--- src/rtl/cam_pkg.sv ---
// rtl/cam_pkg.sv - shared state encoding, frame defaults and pixel conversion for the camera write path
package cam_pkg;

  localparam int SCREEN_WIDTH  = 176;
  localparam int SCREEN_HEIGHT = 144;

  typedef enum logic [1:0] {
    ST_IDLE       = 2'd0,
    ST_WAIT_FRAME = 2'd1,
    ST_ACTIVE     = 2'd2
  } cam_state_e;

  // High byte arrives first: R[4:0] G[5:3] | G[2:0] B[4:0]; keep R[4:2], G[5:3], B[4:3].
  function automatic logic [7:0] rgb565_to_rgb332(input logic [7:0] hi, input logic [7:0] lo);
    logic unused_bits;
    unused_bits = ^{hi[4:3], lo[7:5], lo[2:0]};
    return {hi[7:5], hi[2:0], lo[4:3]};
  endfunction

endpackage

--- src/rtl/cam_input_sync.sv ---
// rtl/cam_input_sync.sv - aligned 2-flop synchronizer and edge detect for the camera pins
module cam_input_sync (
  input  logic       clk_i,
  input  logic       rst_ni,
  input  logic       pclk_i,
  input  logic       href_i,
  input  logic       vsync_i,
  input  logic [7:0] data_i,
  output logic       pclk_rise_o,
  output logic       href_o,
  output logic       href_fall_o,
  output logic       vsync_rise_o,
  output logic       vsync_fall_o,
  output logic [7:0] data_o
);

  localparam int P_PCLK  = 8;
  localparam int P_HREF  = 9;
  localparam int P_VSYNC = 10;

  logic [10:0] sync1_q, sync2_q;
  logic [2:0]  hist_q;
  logic        pclk_rise_q, href_q, href_fall_q, vsync_rise_q, vsync_fall_q;
  logic [7:0]  data_q;

  // Edge flags and data are registered together so the byte always pairs with its strobe.
  always_ff @(posedge clk_i or negedge rst_ni) begin
    if (!rst_ni) begin
      sync1_q      <= '0;
      sync2_q      <= '0;
      hist_q       <= '0;
      pclk_rise_q  <= 1'b0;
      href_q       <= 1'b0;
      href_fall_q  <= 1'b0;
      vsync_rise_q <= 1'b0;
      vsync_fall_q <= 1'b0;
      data_q       <= '0;
    end else begin
      sync1_q      <= {vsync_i, href_i, pclk_i, data_i};
      sync2_q      <= sync1_q;
      hist_q       <= sync2_q[P_VSYNC:P_PCLK];
      pclk_rise_q  <= sync2_q[P_PCLK] & ~hist_q[0];
      href_q       <= sync2_q[P_HREF];
      href_fall_q  <= ~sync2_q[P_HREF] & hist_q[1];
      vsync_rise_q <= sync2_q[P_VSYNC] & ~hist_q[2];
      vsync_fall_q <= ~sync2_q[P_VSYNC] & hist_q[2];
      data_q       <= sync2_q[7:0];
    end
  end

  assign pclk_rise_o  = pclk_rise_q;
  assign href_o       = href_q;
  assign href_fall_o  = href_fall_q;
  assign vsync_rise_o = vsync_rise_q;
  assign vsync_fall_o = vsync_fall_q;
  assign data_o       = data_q;

endmodule

--- src/rtl/cam_frame_writer.sv ---
// rtl/cam_frame_writer.sv - captures RGB565 camera frames and writes RGB332 pixels row-major into the frame buffer
module cam_frame_writer
  import cam_pkg::*;
#(
  parameter int WIDTH  = SCREEN_WIDTH,
  parameter int HEIGHT = SCREEN_HEIGHT,
  parameter int ADDR_W = 15
) (
  input  logic              CLK,
  input  logic              RESET_N,
  input  logic              CAPTURE_EN,
  input  logic              CAM_PCLK,
  input  logic              CAM_HREF,
  input  logic              CAM_VSYNC,
  input  logic [7:0]        CAM_DATA,
  output logic              W_EN,
  output logic [ADDR_W-1:0] W_ADDR,
  output logic [7:0]        W_DATA,
  output logic              FRAME_DONE,
  output logic              FRAME_ERR,
  output logic              BUSY
);

  localparam int XW = $clog2(WIDTH + 1);
  localparam int YW = $clog2(HEIGHT + 1);
  localparam logic [XW-1:0]     X_END    = XW'(WIDTH);
  localparam logic [YW-1:0]     Y_END    = YW'(HEIGHT);
  localparam logic [ADDR_W-1:0] ROW_STEP = ADDR_W'(WIDTH);

  logic       pclk_rise, href_lvl, href_fall, vsync_rise, vsync_fall;
  logic [7:0] cam_data;

  cam_input_sync u_sync (
    .clk_i        (CLK),
    .rst_ni       (RESET_N),
    .pclk_i       (CAM_PCLK),
    .href_i       (CAM_HREF),
    .vsync_i      (CAM_VSYNC),
    .data_i       (CAM_DATA),
    .pclk_rise_o  (pclk_rise),
    .href_o       (href_lvl),
    .href_fall_o  (href_fall),
    .vsync_rise_o (vsync_rise),
    .vsync_fall_o (vsync_fall),
    .data_o       (cam_data)
  );

  cam_state_e        state_q, state_d;
  logic [XW-1:0]     x_q, x_d;
  logic [YW-1:0]     y_q, y_d;
  logic [ADDR_W-1:0] row_base_q, row_base_d;
  logic              phase_q, phase_d;
  logic [7:0]        hi_q, hi_d;
  logic              ovf_q, ovf_d;
  logic              err_seen_q, err_seen_d;
  logic              w_en_q, w_en_d;
  logic [ADDR_W-1:0] w_addr_q, w_addr_d;
  logic [7:0]        w_data_q, w_data_d;
  logic              done_q, done_d;
  logic              err_q, err_d;
  logic              line_bad;

  // Same-cycle events are applied in order byte -> href_fall -> vsync_rise, each seeing the previous result.
  always_comb begin
    state_d    = state_q;
    x_d        = x_q;
    y_d        = y_q;
    row_base_d = row_base_q;
    phase_d    = phase_q;
    hi_d       = hi_q;
    ovf_d      = ovf_q;
    err_seen_d = err_seen_q;
    w_en_d     = 1'b0;
    w_addr_d   = w_addr_q;
    w_data_d   = w_data_q;
    done_d     = 1'b0;
    err_d      = 1'b0;
    line_bad   = 1'b0;

    case (state_q)
      ST_IDLE: begin
        if (CAPTURE_EN) state_d = ST_WAIT_FRAME;
      end

      ST_WAIT_FRAME: begin
        if (!CAPTURE_EN) begin
          state_d = ST_IDLE;
        end else if (vsync_fall) begin
          state_d    = ST_ACTIVE;
          x_d        = '0;
          y_d        = '0;
          row_base_d = '0;
          phase_d    = 1'b0;
          ovf_d      = 1'b0;
          err_seen_d = 1'b0;
        end
      end

      ST_ACTIVE: begin
        if (pclk_rise && href_lvl) begin
          if (!phase_q) begin
            hi_d    = cam_data;
            phase_d = 1'b1;
          end else begin
            phase_d = 1'b0;
            if (x_q < X_END && y_q < Y_END) begin
              w_en_d   = 1'b1;
              w_addr_d = row_base_q + ADDR_W'(x_q);
              w_data_d = rgb565_to_rgb332(hi_q, cam_data);
            end
            // x stops at WIDTH; ovf remembers that the line carried more pixels than that.
            if (x_q == X_END) ovf_d = 1'b1;
            else              x_d   = x_q + 1'b1;
          end
        end

        if (href_fall) begin
          line_bad = (x_d != X_END) || phase_d || ovf_d;
          if (x_d != '0 && y_q < Y_END) begin
            y_d        = y_q + 1'b1;
            row_base_d = row_base_q + ROW_STEP;
          end
          x_d     = '0;
          phase_d = 1'b0;
          ovf_d   = 1'b0;
        end

        // At most one error pulse per frame, whichever check trips first.
        if (line_bad && !err_seen_d) begin
          err_d      = 1'b1;
          err_seen_d = 1'b1;
        end

        if (vsync_rise) begin
          if (y_d == Y_END && !err_seen_d) begin
            done_d = 1'b1;
          end else if (!err_seen_d) begin
            err_d      = 1'b1;
            err_seen_d = 1'b1;
          end
          state_d = CAPTURE_EN ? ST_WAIT_FRAME : ST_IDLE;
        end
      end

      default: state_d = ST_IDLE;
    endcase
  end

  always_ff @(posedge CLK or negedge RESET_N) begin
    if (!RESET_N) begin
      state_q    <= ST_IDLE;
      x_q        <= '0;
      y_q        <= '0;
      row_base_q <= '0;
      phase_q    <= 1'b0;
      hi_q       <= '0;
      ovf_q      <= 1'b0;
      err_seen_q <= 1'b0;
      w_en_q     <= 1'b0;
      w_addr_q   <= '0;
      w_data_q   <= '0;
      done_q     <= 1'b0;
      err_q      <= 1'b0;
    end else begin
      state_q    <= state_d;
      x_q        <= x_d;
      y_q        <= y_d;
      row_base_q <= row_base_d;
      phase_q    <= phase_d;
      hi_q       <= hi_d;
      ovf_q      <= ovf_d;
      err_seen_q <= err_seen_d;
      w_en_q     <= w_en_d;
      w_addr_q   <= w_addr_d;
      w_data_q   <= w_data_d;
      done_q     <= done_d;
      err_q      <= err_d;
    end
  end

  assign W_EN       = w_en_q;
  assign W_ADDR     = w_addr_q;
  assign W_DATA     = w_data_q;
  assign FRAME_DONE = done_q;
  assign FRAME_ERR  = err_q;
  assign BUSY       = (state_q != ST_IDLE);

endmodule

--- config.mk ---
export PLATFORM = sky130hd
export DESIGN_NAME = cam_frame_writer
export DESIGN_NICKNAME = d
export VERILOG_FILES = /design/src/rtl/cam_pkg.sv /design/src/rtl/cam_input_sync.sv /design/src/rtl/cam_frame_writer.sv
export SDC_FILE = /design/constraint.sdc
export NUM_CORES = 1
export LEC_CHECK = 0
export ABC_AREA = 1
export BUFFER_PORTS_ARGS = -buffer_cell sky130_fd_sc_hd__buf_2
export CAP_MARGIN = 0
export CORE_ASPECT_RATIO = 1.2
export CORE_UTILIZATION = 35
export DETAILED_ROUTE_END_ITERATION = 8
export PLACE_DENSITY = 0.57
export SYNTH_ARGS = -nofsm -noshare
export SYNTH_HDL_FRONTEND = slang
export SYNTH_SLANG_ARGS = --single-unit
--- constraint.sdc ---
create_clock -name CLK -period 2.2 [get_ports CLK]
set_input_delay 0.44 -clock CLK [delete_from_list [all_inputs] [get_ports CLK]]
set_output_delay 0.44 -clock CLK [all_outputs]
set_load 0.02 [all_outputs]
==> impl_metrics.json, run 1 <==
{
  "outcome": "complete, no violations",
  "track_usage": 0.1402,
  "required_ns": 2.44,
  "syn_avg_cell_area_um2": 9.170,
  "maxSlewHeadroom": 0.6061,
  "antenna_found_initial": 0,
  "clock_tree.root_cell": "clkbuf_16",
  "max_freq_mhz": 460.8,
  "cts_tree": "done",
  "grt_pass1_vias": 3242,
  "ys_top_cells_by_count": "nand2_1, dfrtp_1, inv_1",
  "synth_cells": 486,
  "grt_setup_unrepaired": "true",
  "power_per_cell_area_nw_per_um2": 1027,
  "synthAdderAreaFrac": 0.02807,
  "instances_no_fill": 717,
  "insertion_delay_ns": 0.34,
  "setup_viol": 0,
  "drc": 0,
  "slew_viol_final": 0,
  "dr.pass1.iters": 4,
  "post-route-period-util": 0.9865,
  "arrival_ns": 2.41,
  "min_path_type": "in -> async",
  "synth_edf_count": 0,
  "skew_ns": 0.007108,
  "synth.largest_area_cell": "dfrtp_1",
  "postCtsHoldBufs": 0,
  "yosysMostFrequentCell": "nand2_1",
  "ys_ff_latch": 101,
  "synth_ff_type": "dfrtp_1",
  "synthSimpleGateAreaFrac": 0.2386,
  "totalWireLength_mm": 8.926,
  "dieArea_um2": 13190,
  "wire_per_inst_um": 12.45,
  "synth_xor_area_frac": 0.009545,
  "ant_nets": 0,
  "fillers": 1124,
  "critPathKind": "reg -> reg",
  "yosys_warnings": 0,
  "synth_top_family_by_area": "simple AND/OR/NAND/NOR gates",
  "grt-ovfl-total": 0,
  "syn_to_final_growth_pct": 22.21,
  "layout.nets": 575,
  "worst_pin_slew_ns": 0.5902,
  "period_needed_ns": 2.170,
  "netlist_top_cells_area": "dfrtp_1, nand2_1, inv_1, nand3_1, ha_1",
  "place_congestion": 0.8150,
  "diodes": 0,
  "path_clk_slew_ns": 0.07,
  "hpwlAfterDp_mm": 6.285,
  "pin_count": 41,
  "initial_utilization": 0.3630,
  "leakage_nw": 2.730,
  "synth_top_area_frac": 0.5671,
  "via_per_inst": 4.711,
  "cp-start-kind": "flop",
  "drive_above_1_share": 0.2698,
  "yosysSeqAreaShare": 0.5671,
  "synth_compound_gate_area_share": 0.07412,
  "maxCapViolCount": 0,
  "syn_nets": 510,
  "path_max_fanout": 5,
  "crit_path_end_kind": "flop",
  "cts.path.max_buffers": 2,
  "syn_area_um2": 4457,
  "cts_sinks": 101,
  "peakVddDrop_v": 0.0004463,
  "dp_cells": 691,
  "h-tree-depth": 3,
  "via_count": 3378,
  "portBuffers": 40,
  "fp.dieH_um": 125.6,
  "synth_cell_type_count": 34,
  "power_w": 0.005593,
  "num_rows": 44,
  "grt_pass1_wl_mm": 14.72,
  "core-area_um2": 12280,
  "drt_iter0_markers": 119,
  "die_w_um": 105.0,
  "synth_mux_area_frac": 0.01516,
  "grt_max_degree": 39,
  "hold_viol": 0,
  "cts_buffers": 9,
  "async_reset_ff_frac": 1.000
}
## final timing paths
| check | slack (ns) | cells past startpoint | start | endpoint |
|---|---|---|---|---|
| worst min-delay path | 0.04 | 1 | RESET_N | u_sync.sync1_q[9] |
| max in group asynchronous | 1.60 | 2 | RESET_N | hi_q[1] |
| worst max register to register | 0.03 | 18 | x_q[0] | FRAME_ERR |
| worst max-delay path | 0.03 | 18 | x_q[0] | FRAME_ERR |
| min in group CLK | 0.20 | 1 | CAM_DATA[4] | u_sync.sync1_q[4] |
| worst min register to register | 0.35 | 0 | u_sync.sync1_q[1] | u_sync.sync2_q[1] |
## critical path, stage by stage (launching register included)
cell,delay [ns]
dfrtp_2,0.46
inv_2,0.10
ha_4,0.13
inv_2,0.04
nor2_4,0.09
nand2_2,0.07
nand2_1,0.06
nand2_1,0.06
nand2_2,0.07
nand2_2,0.06
nor2_4,0.17
nand2_4,0.10
nand3_4,0.11
inv_2,0.05
nand3_1,0.07
nand2_2,0.07
nor2_2,0.13
nand3_2,0.09
and2_4,0.15
## per-layer routing
| layer | wire length [µm] | part of all wire | up-vias | track usage |
|---|---|---|---|---|
| li1 | - | - | 1695 | - |
| met1 | 4069 | 0.46 | 1608 | 0.1758 |
| met2 | 4393 | 0.49 | 59 | 0.2302 |
| met3 | 239 | 0.027 | 16 | 0.02588 |
| met4 | 224 | 0.025 | 0 | 0.07539 |
| met5 | 0 | 0 | - | 0 |
## kinds of logic (layout without fill, tap and decap cells)
kind of cell    count (synthesis)  after routing
simple gates                  231            232
buf+inv                        77            146
fa+ha+maj                      10             10
mux                             6              6
compound gates                 57             57
xor+xnor                        4              4
flops                         101            101
## layout make-up
type	instances	area, µm²	share of cell area
sequential	101	2534	0.4652
clock buffer	9	225.2	0.04135
tap	161	201.4	0.03699
clock inverter	7	67.56	0.01241
timing repair buffer	60	377.9	0.06938
inverter	70	265.3	0.04870
multi-input combinational	309	1775	0.3260
## cells in the final DEF (no fill, tap or decap), types with 10 or more instances in the layout
master   Yosys  routed
nand2_1    130     119
dfrtp_1    101      96
inv_1       67      61
buf_2        1      39
nor2_1      33      28
o21ai_0     25      23
buf_4        0      19
nand3_1     26      18
nand2_2      4      15
o22ai_1     14      14
nand4_1     12      12
nand3_2      2      10
## per-stage QoR
step           setup TNS (ns)  setup WS [ns]  cell area [µm²]  hold WS (ns)    util
6_report                    0        0.02971             5446       0.04176  0.4436
5_1_grt                -1.122        -0.1221             5446       0.07192  0.4436
4_1_cts                     0        0.02439             5224       0.05663  0.4255
3_5_place_dp                0        0.04673             4931        0.3347  0.4017
3_3_place_gp                0        0.05777             4931        0.3311  0.4017
2_1_floorplan               0         0.2180             4457        0.1444       -
## registers in the layout (all words and copies together), names as in the netlist, 2 cells and up
| register | flops |
|---|---|
| x_q | 8 |
| y_q | 8 |
| row_base_q | 11 |
| u_sync.sync2_q | 11 |
| u_sync.sync1_q | 11 |
| state_q | 2 |
| u_sync.hist_q | 3 |
| hi_q | 6 |
| W_DATA | 8 |
| u_sync.data_o | 8 |
| W_ADDR | 15 |
## power breakdown
group          switching, W  leakage, nW  internal (W)
registers          0.000283         1.30       0.00214
logic              0.000992         1.28      0.000649
clock network      0.000734        0.145      0.000797
total               0.00201         2.73       0.00358
## repair_timing
| action | in CTS | in global routing |
|---|---|---|
| buffers inserted | 0 | 9 |
| setup endpoints to repair | 0 | 13 |
| hold endpoints to repair | 0 | 0 |
| resized for setup | 0 | 50 |
No activity file was read; power rests on OpenSTA's default activity.
==> inputs of run 2 (changes only) <==
CORE_UTILIZATION = 55   (was 35)
CTS_CLUSTER_DIAMETER = 30   (was not set)
PLACE_DENSITY = 0.8   (was 0.57)
clock period = 2.5 ns   (was 2.2 ns; I/O delays follow)
==> impl_metrics.json, run 2 (synthesis gave the netlist of run 1 again) <==
{
  "worstRegToRegCells": 18,
  "critPathKind": "reg -> reg",
  "failed_checks": "DRC",
  "ant_nets": 0,
  "die_w_um": 84.18,
  "via_count": 3309,
  "hold_viol": 0,
  "max_freq_mhz": 437.8,
  "tns_ns": 0,
  "wire_per_inst_um": 12.69,
  "final_common_cell": "nand2_1",
  "drt_iter0_markers": 174,
  "clock_tree.root_cell": "clkbuf_8",
  "leakage_nw": 2.577,
  "cp-start-kind": "flop",
  "peakVddDrop_v": 0.0003901,
  "hold_slack_ns": 0.1284,
  "setup_viol": 0,
  "slew_viol_final": 0,
  "grt_setup_unrepaired": "false",
  "grt_max_degree": 47,
  "layout.nets": 561,
  "path_max_fanout": 10,
  "core-area_um2": 7751,
  "initial_utilization": 0.5750,
  "post-route-period-util": 0.9137,
  "dpl_cell_area_um2": 4802,
  "track_usage": 0.2128,
  "required_ns": 2.77,
  "antenna_found_initial": 0,
  "crit_path_end_kind": "flop",
  "cts_tree": "done",
  "cts_buffers": 9,
  "postCtsHoldBufs": 0,
  "insertion_delay_ns": 0.37,
  "design_area_um2": 4971,
  "outcome": "finished with violations",
  "num_rows": 35,
  "hpwlAfterDp_mm": 5.753,
  "dieArea_um2": 8469,
  "power_per_cell_area_nw_per_um2": 845.0,
  "path_clk_slew_ns": 0.10,
  "cts_sinks": 101,
  "portBuffers": 40,
  "skew_ns": 0.01113,
  "largest_reg_flops": 15,
  "drc": 8,
  "worst_pin_slew_ns": 0.5925,
  "post_cts_buffers": 0,
  "maxCapViolCount": 0,
  "arrival_ns": 2.55,
  "drive_above_1_share": 0.1722,
  "totalWireLength_mm": 8.020,
  "place_congestion": 0.8806,
  "cts.path.max_buffers": 2,
  "fp.dieH_um": 100.6,
  "min_path_type": "in -> async",
  "grt_pass1_wl_mm": 14.14,
  "grt-ovfl-total": 0,
  "final_cell_mix": "nand2_1, dfrtp_1, inv_1",
  "via_per_inst": 5.236,
  "h-tree-depth": 3,
  "instances_no_fill": 632,
  "syn_to_final_growth_pct": 11.54,
  "dp_cells": 618,
  "pin_count": 41,
  "maxSlewHeadroom": 0.6050,
  "grt_pass1_vias": 3268,
  "diodes": 0,
  "dr.pass1.iters": 6,
  "period_needed_ns": 2.284
}
[run 2: changes by cell type in the layout (fill, tap and decap cells not counted), moves of 6 or more]
cell,change
buf_4,-12
nand2_1,+11
nand2_2,-11
clkbuf_16,-9
clkbuf_8,+9
nand3_1,+8
nand3_2,-8
inv_1,+6
[run 2: metal layers]
| layer | track usage | part of all wire | vias up | wire length (µm) |
|---|---|---|---|---|
| li1 | - | - | 1662 | - |
| met1 | 0.2676 | 0.45 | 1558 | 3611 |
| met2 | 0.3556 | 0.48 | 71 | 3885 |
| met3 | 0.04341 | 0.039 | 18 | 312 |
| met4 | 0.1021 | 0.026 | 0 | 211 |
| met5 | 0 | 0 | - | 0 |
[run 2: area by class of cell]
class	instances	area [µm²]
Fill cell	621	2780
Sequential cell	101	2527
Inverter	70	262.8
Clock buffer	9	123.9
Tap cell	92	115.1
Multi-Input combinational cell	308	1629
Clock inverter	5	45.04
Timing Repair Buffer	47	267.8
[run 2: where the power goes]
group / internal (W) / total, W / switching [W]
clock network: 0.000367 / 0.000937 / 0.000571
logic: 0.000409 / 0.00115 / 0.000742
registers: 0.00187 / 0.00211 / 0.000239
total: 0.00265 / 0.00420 / 0.00155
[run 2: worst paths after layout]
kind | startpoint | end | slack (ns)
worst max register to register | x_q[0] | FRAME_ERR | 0.22
max in group asynchronous | RESET_N | x_q[0] | 1.72
worst min register to register | u_sync.sync2_q[1] | u_sync.data_o[1] | 0.36
worst min-delay path | RESET_N | row_base_q[6] | 0.13
worst max-delay path | x_q[0] | FRAME_ERR | 0.22
min in group CLK | CAM_DATA[5] | u_sync.sync1_q[5] | 0.22
[run 2: worst max-delay path, stage by stage (launching register included)]
cell     delay, ns
dfrtp_1       0.43
inv_1         0.14
ha_1          0.16
inv_1         0.04
nor2_2        0.13
nand2_1       0.09
nand2_1       0.07
nand2_1       0.06
nand2_1       0.09
nand2_2       0.07
nor2_4        0.12
nand2_4       0.11
nand3_4       0.11
inv_2         0.05
nand3_1       0.06
nand2_1       0.08
nor2_1        0.14
nand3_2       0.11
and2_1        0.14
[run 2: timing repair]
| action | in CTS | in global routing |
|---|---|---|
| gates resized for setup | 0 | 1 |
| hold endpoints to repair | 0 | 0 |
| setup endpoints to repair | 0 | 2 |
[run 2: through the flow]
| stage | setup WS [ns] | total power [W] | util |
|---|---|---|---|
| 4_1_cts | 0.2309 | 0.004218 | 0.6413 |
| 5_1_grt | 0.02810 | 0.004464 | 0.6413 |
| 3_5_place_dp | 0.2546 | 0.003277 | 0.6195 |
| 3_3_place_gp | 0.4133 | 0.003230 | 0.6195 |
| 6_report | 0.2157 | 0.004201 | 0.6413 |
| 2_1_floorplan | 0.5180 | 0.002976 | - |
==> inputs of run 3 (changes only) <==
REMOVE_ABC_BUFFERS = 1   (was not set)
==> impl_metrics.json, run 3 (synthesis gave the netlist of run 1 again) <==
{
  "crit_path_max_incr_delay_ns": 0.42,
  "switching_share": 0.3797,
  "final_cell_mix": "nand2_1, dfrtp_1, inv_1",
  "diodes": 0,
  "layout.nets": 561,
  "maxSlewHeadroom": 0.6574,
  "path_clk_slew_ns": 0.11,
  "wire_per_inst_um": 13.65,
  "crit_path_end_kind": "flop",
  "crit_chain": "inv_1, ha_1, inv_1, nor2_4, nand2_1, nand2_1, nand2_1, nand2_1, nand2_2, nor2_4, nand2_4, nand4_1, nand2_1, inv_1, nand2_1, nor2_1, nand3_2, and2_1",
  "fp.dieH_um": 100.6,
  "grt-ovfl-total": 0,
  "via_per_inst": 5.273,
  "ant_nets": 0,
  "path_common_cell": "nand2_1",
  "drt_iter0_markers": 196,
  "failed_checks": "DRC",
  "tns_ns": 0,
  "dieArea_um2": 8469,
  "cp-start-kind": "flop",
  "power_per_cell_area_nw_per_um2": 864.5,
  "leakage_nw": 2.598,
  "arrival_ns": 2.54,
  "portBuffers": 40,
  "post-route-period-util": 0.9068,
  "outcome": "finished with violations",
  "worstReg2RegStart": "x_q[1]",
  "r2r_slack_ns": 0.23,
  "power_w": 0.004330,
  "pin_count": 41,
  "multi_input_area_um2": 1634,
  "p_int_w": 0.002686,
  "critPathKind": "reg -> reg",
  "setup_viol": 0,
  "critPathLaunch": "x_q[1]",
  "num_rows": 35,
  "place_congestion": 0.8898,
  "syn_to_final_growth_pct": 12.38,
  "p_clk_frac": 0.237,
  "insertion_delay_ns": 0.38,
  "hpwlAfterDp_mm": 6.003,
  "max_freq_mhz": 441.1,
  "totalWireLength_mm": 8.652,
  "skew_ns": 0.01157,
  "peakVddDrop_v": 0.0004706,
  "cts_tree": "done",
  "clock_tree.root_cell": "clkbuf_8",
  "dr.pass1.iters": 6,
  "grt_pass1_vias": 3375,
  "core-area_um2": 7751,
  "track_usage": 0.2277,
  "p_seq_frac": 0.491,
  "cts.path.max_buffers": 2,
  "h-tree-depth": 3,
  "crit_end": "FRAME_ERR",
  "combPwrFrac": 0.272,
  "final-seq-area_um2": 2527,
  "required_ns": 2.78,
  "r2r-end": "FRAME_ERR",
  "crit_path_top_delay_cell": "dfrtp_1",
  "min_path_type": "in -> async",
  "antenna_found_initial": 0,
  "worst_pin_slew_ns": 0.5138,
  "grt_pass1_wl_mm": 14.93,
  "die_w_um": 84.18,
  "initial_utilization": 0.5750,
  "fillers": 638,
  "slew_viol_final": 0,
  "utilization": 0.6462,
  "period_needed_ns": 2.267,
  "power.switching_w": 0.001644,
  "final_common_cell": "nand2_1",
  "maxCapViolCount": 0,
  "cts_sinks": 101,
  "largest_reg_flops": 15,
  "via_count": 3343,
  "worstRegToRegCells": 18,
  "drive_above_1_share": 0.1771,
  "drc": 2,
  "path_max_fanout": 10,
  "cts_buffers": 9,
  "hold_viol": 0,
  "grt_max_degree": 102,
  "grt_setup_unrepaired": "false"
}
run 3: area by class of cell:
class,instances,area share
sequential,101,0.5046
multi-input combinational,308,0.3263
timing repair buffer,47,0.05346
inverter,70,0.05246
clock buffer,9,0.02473
tap,92,0.02298
clock inverter,7,0.01549
run 3: worst max-delay path: cells and delay by family (launching register included):
kind	cells	cell delay (ns)
flops	1	0.42
simple gates	14	1.32
fa+ha+maj	1	0.15
buf+inv	3	0.28
run 3: power groups by stage:
stage               clock network, W  registers [W]  logic (W)
detailed placement                 0        0.00215    0.00116
global route                 0.00110        0.00216    0.00134
CTS                          0.00105        0.00212    0.00117
floorplan                          0        0.00211   0.000850
global placement                   0        0.00214    0.00110
finish                       0.00103        0.00212    0.00118
run 3: metal layers:
metal	track usage	up-vias	routed length [µm]
met1	0.2747	1589	3700
met5	0	-	0
li1	-	1656	-
met3	0.03931	19	330
met4	0.1194	0	200
met2	0.3947	79	4421
run 3: worst min path at each step:
stage / startpoint / to / slack (ns) / cells past startpoint
2_1_floorplan: RESET_N / FRAME_DONE / 0.20 / 0
3_3_place_gp: u_sync.sync1_q[7] / u_sync.sync2_q[7] / 0.33 / 0
3_5_place_dp: u_sync.sync2_q[5] / u_sync.data_o[5] / 0.33 / 0
4_1_cts: RESET_N / W_DATA[7] / 0.18 / 2
5_1_grt: CAM_DATA[1] / u_sync.sync1_q[1] / 0.20 / 1
6_report: RESET_N / W_DATA[7] / 0.15 / 2
run 3: stage by stage:
step                setup slack, ns  cell area, µm²  hold WS [ns]  std cells
floorplan                  -0.02702            4419        0.2044        479
global placement             0.3982            4802        0.3317        618
CTS                          0.1877            5004        0.1785        634
detailed placement           0.2663            4802        0.3347        618
global route                0.01609            5009        0.1991        634
finish                       0.2330            5009        0.1513        634
run 3: what timing repair did:
item | in CTS | in global routing
resized for setup | 0 | 3
hold buffers | 0 | 0
endpoints found under the hold margin | 0 | 0
setup endpoints to repair | 0 | 3
buffers inserted | 0 | 0
